==> src/rtl/msk_rnd_source.sv <==
// msk_rnd_source: 128-bit LFSR fresh-randomness source for order-d gadgets.
// Define MSK_RND_SOURCE_STATS_EN to enable the rnd_cnt advance counter.
module msk_rnd_source #(
   parameter int d          = 2,
   parameter int WARMUP_CYC = 8
) (
   input  logic                 clk,
   input  logic                 rst_n,
   input  logic [31:0]          seed_data,
   input  logic                 seed_valid,
   output logic                 seed_ready,
   output logic                 seed_err,
   output logic [d*(d-1)/2-1:0] rnd,
   output logic                 rnd_valid,
   input  logic                 rnd_en,
   output logic [31:0]          rnd_cnt
);

   localparam int N_RND = d * (d - 1) / 2;

   typedef enum logic [1:0] {
      UNSEEDED,
      LOADING,
      WARMUP,
      RUNNING
   } state_t;

   state_t       state_q, state_d;
   logic [127:0] s_q, s_d;
   logic [1:0]   wcnt_q, wcnt_d;
   logic [7:0]   wucnt_q, wucnt_d;
   logic         err_q, err_d;
   logic         hs;

   // n_rnd unrolled Fibonacci steps; newest bit lands in bit 0
   function automatic logic [127:0] advance(input logic [127:0] x);
      logic [127:0] t;
      t = x;
      for (int i = 0; i < N_RND; i++)
         t = {t[126:0], t[127] ^ t[125] ^ t[100] ^ t[98]};
      return t;
   endfunction

   assign seed_ready = (state_q != WARMUP);
   assign rnd_valid  = (state_q == RUNNING);
   assign seed_err   = err_q;
   assign rnd        = s_q[N_RND-1:0];
   assign hs         = seed_valid & seed_ready;

   always_ff @(posedge clk or negedge rst_n) begin
      if (!rst_n) begin
         state_q <= UNSEEDED;
         s_q     <= '0;
         wcnt_q  <= '0;
         wucnt_q <= '0;
         err_q   <= 1'b0;
      end else begin
         state_q <= state_d;
         s_q     <= s_d;
         wcnt_q  <= wcnt_d;
         wucnt_q <= wucnt_d;
         err_q   <= err_d;
      end
   end

   always_comb begin
      state_d = state_q;
      s_d     = s_q;
      wcnt_d  = wcnt_q;
      wucnt_d = wucnt_q;
      err_d   = err_q;
      unique case (state_q)
         UNSEEDED, RUNNING: begin
            // a seed word wins over a simultaneous advance
            if (hs) begin
               s_d[31:0] = seed_data;
               wcnt_d    = 2'd1;
               err_d     = 1'b0;
               state_d   = LOADING;
            end else if (rnd_valid && rnd_en) begin
               s_d = advance(s_q);
            end
         end
         LOADING: begin
            if (hs) begin
               s_d[{wcnt_q, 5'd0} +: 32] = seed_data;
               err_d  = 1'b0;
               wcnt_d = wcnt_q + 2'd1;
               if (wcnt_q == 2'd3) begin
                  if (s_d == '0) begin
                     err_d   = 1'b1;
                     state_d = UNSEEDED;
                  end else if (WARMUP_CYC == 0) begin
                     state_d = RUNNING;
                  end else begin
                     wucnt_d = 8'(WARMUP_CYC);
                     state_d = WARMUP;
                  end
               end
            end
         end
         WARMUP: begin
            s_d     = advance(s_q);
            wucnt_d = wucnt_q - 8'd1;
            if (wucnt_q == 8'd1)
               state_d = RUNNING;
         end
         default: begin
            state_d = UNSEEDED;
         end
      endcase
   end

`ifdef MSK_RND_SOURCE_STATS_EN
   logic [31:0] cnt_q;

   always_ff @(posedge clk or negedge rst_n) begin
      if (!rst_n)
         cnt_q <= '0;
      else if (rnd_valid && rnd_en && !hs && cnt_q != '1)
         cnt_q <= cnt_q + 32'd1;
   end

   assign rnd_cnt = cnt_q;
`else
   assign rnd_cnt = '0;
`endif

endmodule

==> config.mk <==
export PLATFORM = sky130hd
export DESIGN_NAME = msk_rnd_source
export DESIGN_NICKNAME = d
export VERILOG_FILES = /design/src/rtl/msk_rnd_source.sv
export SDC_FILE = /design/constraint.sdc
export NUM_CORES = 1
export LEC_CHECK = 0
export CORE_ASPECT_RATIO = 1.75
export CORE_MARGIN = 8
export CORE_UTILIZATION = 60
export DETAILED_ROUTE_END_ITERATION = 16
export GPL_ROUTABILITY_DRIVEN = 0
export GPL_TIMING_DRIVEN = 0
export PLACE_DENSITY = 0.82
export SYNTH_ARGS = -nofsm -noshare
export SYNTH_HDL_FRONTEND = slang
export SYNTH_SLANG_ARGS = --single-unit
==> constraint.sdc <==
create_clock -name clk -period 6.51 [get_ports clk]
set_input_delay 0.651 -clock clk [delete_from_list [all_inputs] [get_ports clk]]
set_output_delay 0.651 -clock clk [all_outputs]
set_load 0.05 [all_outputs]
==> metrics.yaml, run 1 <==
outcome: "complete, no violations"
ant_nets: 0
maxCapViolations: 0
p_switching_mw: 2.97
worst_setup_path_start_kind: "flip-flop"
routedWlPerCell_um: 22.7
nets: 1295
final_max_slew_viol_count: 0
finalWirelength_um: 32800
cts_buffer_depth: 2
boundaryPins: 72
whs_ns: 0.199
cts_made_buffers: 17
cts_hold_buf: 0
p_leak_nw: 4.13
yosysSeqAreaShare_pct: 38.6
vdd_drop_max_uv: 317
internal_power_mw: 2.82
setup_viol: 0
die_x_um: 109
cts_sinks: 141
path_class: "reg -> reg"
syn2layout_area_growth_pct: 13.4
worstPathArrival_ns: 3.95
vias: 9722
hold_viol: 0
place_area_um2: 9800
fin_crit_sh_pct: 55.5
pwr-share-comb_pct: 55.8
timing.final.crit_period_ns: 3.61
maxSlewHeadroom_pct: 35.7
swShare_pct: 51.3
design_area_um2: 10400
final.setup.tns_ns: 0
drc: 0
cts_tree: "done"
synthCells: 1168
die_h_um: 179
dieArea_um2: 19600
yosys_warnings: 0
grt_max_degree: 75
final_cells: 1443
synth.area.top_cells: "dfrtp_1 39%, a21oi_1 11%, nor2_1 5.7%"
path_clk_slew_ns: 0.07
routed_via_density: 6.74
antennaDiodeCount: 0
initial_core_util_pct: 61.3
yosys.area.top_type_share_pct: 38.6
sequentialPowerShare_pct: 27.8
drive_gt1_share_pct: 7.30
dp_cells: 1411
drtIter0Drc: 1304
ys_seq_elements: 141
cp.required_ns: 6.84
firstDrtPassIters: 8
rsz0062_at_grt: "no"
root_buffer: "clkbuf_16"
postCtsSetupBuffers: 0
hold_class: "in -> async"
yosys.area.top_type: "dfrtp_1"
cts_max_level: 4
core-area_um2: 14900
power.density_nw_per_um2: 558
port_buffers: 28
cp-startpoint: "state_q[0]"
clk_latency_ns: 0.43
tightest_slew_ns: 0.964
synth_edf_count: 0
fin_skew_ns: 0.0123
hpwlAfterDp_um: 22200
cts_resized: 0
fmax_ghz: 0.277
path_max_fanout: 10
grt_overflow: 0
mappedNetlistArea_um2: 9150
worstReg2RegStart: "state_q[0]"
cp-end-kind: "flip-flop"
power_frac_clock_pct: 16.4
grt_pass1_wl_um: 50900
track_usage_pct: 34.0
synthArstFlopShare_pct: 100
grt_pass1_vias: 9301
antenna_found_initial: 0
finalPower_mw: 5.79
synthFlopType: "dfrtp_1"
syn_avg_cell_area_um2: 7.83
synth_cell_types: 63
rows: 59
[worst max-delay path: stages (launching register included)]
cell and delay, ns:
dfrtp_1 0.43, inv_1 0.06, ha_1 0.19, clkbuf_1 0.22, inv_1 0.28, nand2_1 0.16, nand3_1 0.12, a22o_1 0.25
clkbuf_1 0.58, clkbuf_1 0.47, clkbuf_1 0.53, nand2_1 0.10, o21ai_0 0.11
[cell families (layout without fill, tap and decap cells)]
logic type / Yosys count / in the layout / share of synthesized area [%]
AO/OA/AOI/OAI: 445 / 445 / 29.8
XOR/XNOR: 4 / 4 / 0.383
adder cells (fa/ha/maj): 12 / 12 / 1.64
buffers and inverters: 152 / 213 / 8.12
flip-flops: 141 / 141 / 38.6
multiplexers: 1 / 1 / 0.109
other: 1 / 32 / 0.0410
AND/OR/NAND/NOR: 412 / 412 / 21.4
[metal layers]
metal / global-route usage [%] / vias up / routed length [um]
met5: 0 / - / 0
met4: 25.3 / 0 / 2830
met3: 8.99 / 231 / 3850
met2: 52.5 / 725 / 14900
met1: 39.4 / 4475 / 11200
li1: - / 4291 / -
[cells in the mapped netlist (all sizes together), types with 22 or more instances]
cell / n
a21oi: 205
a222oi: 22
a22o: 32
a22oi: 31
buf: 50
clkbuf: 88
dfrtp: 141
nand2: 123
nor2: 139
nor2b: 68
nor4: 39
o21ai: 111
[layout make-up]
type / count / area [um^2]
inverters: 14 / 52.6
fillers: 1234 / 4540
clock inverters: 12 / 111
flip-flops and latches: 141 / 3530
repair buffers: 29 / 309
clock buffers: 20 / 457
plain buffers: 138 / 691
multi-input cells: 906 / 4990
well taps: 183 / 229
[power groups by stage]
stage / Combinational, mW / Sequential, mW / Clock (mW)
CTS: 3.10 / 1.58 / 0.946
global route: 3.49 / 1.64 / 0.982
global placement: 3.03 / 1.58 / 0
floorplan: 2.25 / 1.47 / 0
finish: 3.23 / 1.61 / 0.950
detailed placement: 3.09 / 1.59 / 0
[worst paths after layout]
check	slack, ns	depth (start not counted)	endpoint
worst min-delay path	0.20	1	s_q[21]
worst max-delay path	2.90	12	s_q[68]
worst max register to register	2.90	12	s_q[68]
max in group asynchronous	5.49	2	s_q[67]
min in group clk	0.49	2	seed_err
worst min register to register	0.49	2	seed_err
[state kept, by name (all words and copies together) (netlist names)]
| signal | cells |
|---|---|
| wucnt_q | 8 |
| seed_err | 1 |
| wcnt_q | 2 |
| state_q | 2 |
| s_q | 128 |
[cell usage in the layout (no fill, tap or decap), types with 6 or more instances in the layout]
master / netlist / layout
a21oi_1: 204 / 204
dfrtp_1: 141 / 141
nor2_1: 139 / 139
nand2_1: 123 / 123
o21ai_0: 104 / 104
clkbuf_1: 88 / 89
nor2b_1: 68 / 68
nor4_1: 38 / 38
buf_4: 35 / 35
a22o_1: 32 / 32
conb_1: 1 / 32
a22oi_1: 31 / 31
clkdlybuf4s50_1: 0 / 27
a222oi_1: 22 / 22
clkbuf_16: 0 / 17
inv_1: 13 / 13
ha_1: 12 / 12
nor3_1: 9 / 9
nand3_1: 8 / 8
buf_1: 7 / 7
a221oi_1: 7 / 7
buf_6: 5 / 6
[metrics by stage]
stage / worst slack (ns) / util [%]
finish: 2.90 / 69.5
global route: 2.59 / 69.5
CTS: 2.98 / 69.5
detailed placement: 3.00 / 65.7
global placement: -0.892 / 65.5
floorplan: 3.77 / -
Note: power is estimated with default switching activity, not from simulation.
==> run 2, diff against run 1 <==
--- a/config.mk
+++ b/config.mk
@@ -7,11 +7,11 @@
 export LEC_CHECK = 0
 export CORE_ASPECT_RATIO = 1.75
 export CORE_MARGIN = 8
-export CORE_UTILIZATION = 60
+export CORE_UTILIZATION = 54
 export DETAILED_ROUTE_END_ITERATION = 16
 export GPL_ROUTABILITY_DRIVEN = 0
 export GPL_TIMING_DRIVEN = 0
-export PLACE_DENSITY = 0.82
+export PLACE_DENSITY = 0.78
 export SYNTH_ARGS = -nofsm -noshare
 export SYNTH_HDL_FRONTEND = slang
 export SYNTH_SLANG_ARGS = --single-unit
==> constraint.sdc (replaced) <==
create_clock -name clk -period 3 [get_ports clk]
set_input_delay 0.3 -clock clk [delete_from_list [all_inputs] [get_ports clk]]
set_output_delay 0.3 -clock clk [all_outputs]
set_load 0.05 [all_outputs]
==> run 2 against run 1 <==
Fmax is 24% higher. Worst setup slack worse by 2.8 ns. Design area is 2.6% higher. Global-route usage is 1.9 points lower. Critical path depth is 2 lower. Non-clock buffer count stayed put. Hold slack better by 0.19 ns. Highest routed layer unchanged.
==> metrics.yaml, run 2 (same netlist as run 1, synthesis figures left out) <==
crit_slowest_cell: "or4_1"
port_buffers: 28
finalPower_mw: 13.2
worstPathArrival_ns: 3.27
antennaDiodeCount: 0
maxSlewHeadroom_pct: 38.4
largest_reg_flops: 128
drtIter0Drc: 1158
worstPathBufferInverterCount: 3
final_common_cell: "a21oi_1"
outcome: "complete, no violations"
setup_viol: 0
reg2reg_depth: 10
fin_crit_sh_pct: 97.1
crit_family: "simple AND/OR/NAND/NOR gates"
worst_setup_path_start_kind: "flip-flop"
routed_via_density: 6.56
final.setup.tns_ns: 0
cts_made_buffers: 17
ant_nets: 0
rsz0062_at_grt: "no"
hold_viol: 0
final_cell_mix: "202 x a21oi_1, 140 x dfrtp_1, 139 x nor2_1"
die_x_um: 114
cp.required_ns: 3.36
top_regs: "s_q: 128 flops, wucnt_q: 8 flops"
rows: 63
drive_gt1_share_pct: 9.38
top_register: "s_q"
track_usage_pct: 32.1
vias: 9748
cp_slowest_stage_delay_ns: 0.60
cts_max_level: 4
hold_class: "in -> reg"
whs_ns: 0.394
grt_max_degree: 74
grt_pass1_wl_um: 52900
fin_skew_ns: 0.0101
grt_overflow: 0
fmax_ghz: 0.343
die_h_um: 188
cp_common_cell: "buf_2"
power.density_nw_per_um2: 1250
path_max_fanout: 10
syn2layout_area_growth_pct: 16.3
maxCapViolations: 0
clk_latency_ns: 0.44
core-area_um2: 16800
holdPathStages: 5
worstPathCellList: "ha_1 > buf_2 > nor4bb_1 > buf_2 > a21oi_1 > and4_1 > nand4_1 > or4_1 > buf_6 > o211ai_2"
nets: 1295
cts_tree: "done"
final_max_slew_viol_count: 0
cts_sinks: 141
firstDrtPassIters: 7
finalWirelength_um: 34000
crit_cells: 10
drc: 0
routedWlPerCell_um: 22.9
p_leak_nw: 4.26
root_buffer: "clkbuf_16"
boundaryPins: 72
initial_core_util_pct: 54.5
cp-end-kind: "flip-flop"
path_clk_slew_ns: 0.07
antenna_found_initial: 0
hpwlAfterDp_um: 22900
path_class: "reg -> reg"
dieArea_um2: 21500
grt_pass1_vias: 9367
vdd_drop_max_uv: 638
tightest_slew_ns: 0.923
cts_buffer_depth: 2
timing.final.crit_period_ns: 2.91
[run 2: cell type report]
type                            count  area, um^2
Clock buffer                       19         453
Sequential cell                   141        3530
Clock inverter                     11         263
Multi-Input combinational cell    906        5020
Buffer                            135         698
Fill cell                        1421        6150
Tap cell                          227         284
Inverter                           14        52.6
Timing Repair Buffer               32         334
[run 2: stage by stage]
step | worst slack [ns] | instances | utilization (%) | cell area, um^2
after floorplan | 0.264 | 1199 | - | 9260
after global placement | -4.09 | 1454 | 58.5 | 9830
after detailed placement | -0.489 | 1455 | 58.7 | 9860
after CTS | 0.0152 | 1485 | 63.1 | 10600
after global routing | 0.00488 | 1485 | 63.4 | 10600
final | 0.0862 | 1485 | 63.4 | 10600
[run 2: worst reg2reg max path, stage by stage, from the launching register on]
cell	delay (ns)
dfrtp_2	0.46
ha_1	0.21
buf_2	0.19
nor4bb_1	0.15
buf_2	0.20
a21oi_1	0.25
and4_1	0.25
nand4_1	0.19
or4_1	0.60
buf_6	0.18
o211ai_2	0.15
[run 2: final timing paths]
path / startpoint / slack, ns / endpoint
worst max-delay path: wcnt_q[0] / 0.09 / wucnt_q[2]
worst min-delay path: seed_data[0] / 0.39 / s_q[96]
worst max register to register: wcnt_q[0] / 0.09 / wucnt_q[2]
worst min register to register: seed_err / 0.50 / seed_err
max in group asynchronous: rst_n / 1.76 / s_q[55]
min in group asynchronous: rst_n / 0.45 / s_q[21]
[run 2: power by group]
| group | switching [mW] | internal [mW] | leakage (nW) |
|---|---|---|---|
| sequential | 0.864 | 2.63 | 1.88 |
| combinational | 4.77 | 2.36 | 2.04 |
| clock | 0.861 | 1.76 | 0.349 |
| total | 6.49 | 6.76 | 4.26 |
[run 2: what timing repair did]
action / in CTS / in global routing
resized for setup: 6 / 29
hold buffers: 1 / 0
hold endpoints to repair: 68 / 0
setup endpoints to repair: 106 / 126
pin swaps: 0 / 1
buffers inserted: 0 / 2
[run 2: metal layers]
metal / global-route usage (%) / vias up / routed length [um] / part of all wire, %
met2: 51.4 / 696 / 15700 / 46
met3: 7.40 / 183 / 3740 / 11
met1: 36.4 / 4578 / 11700 / 35
li1: - / 4291 / - / -
met4: 23.5 / 0 / 2760 / 8.1
met5: 0 / - / 0 / 0
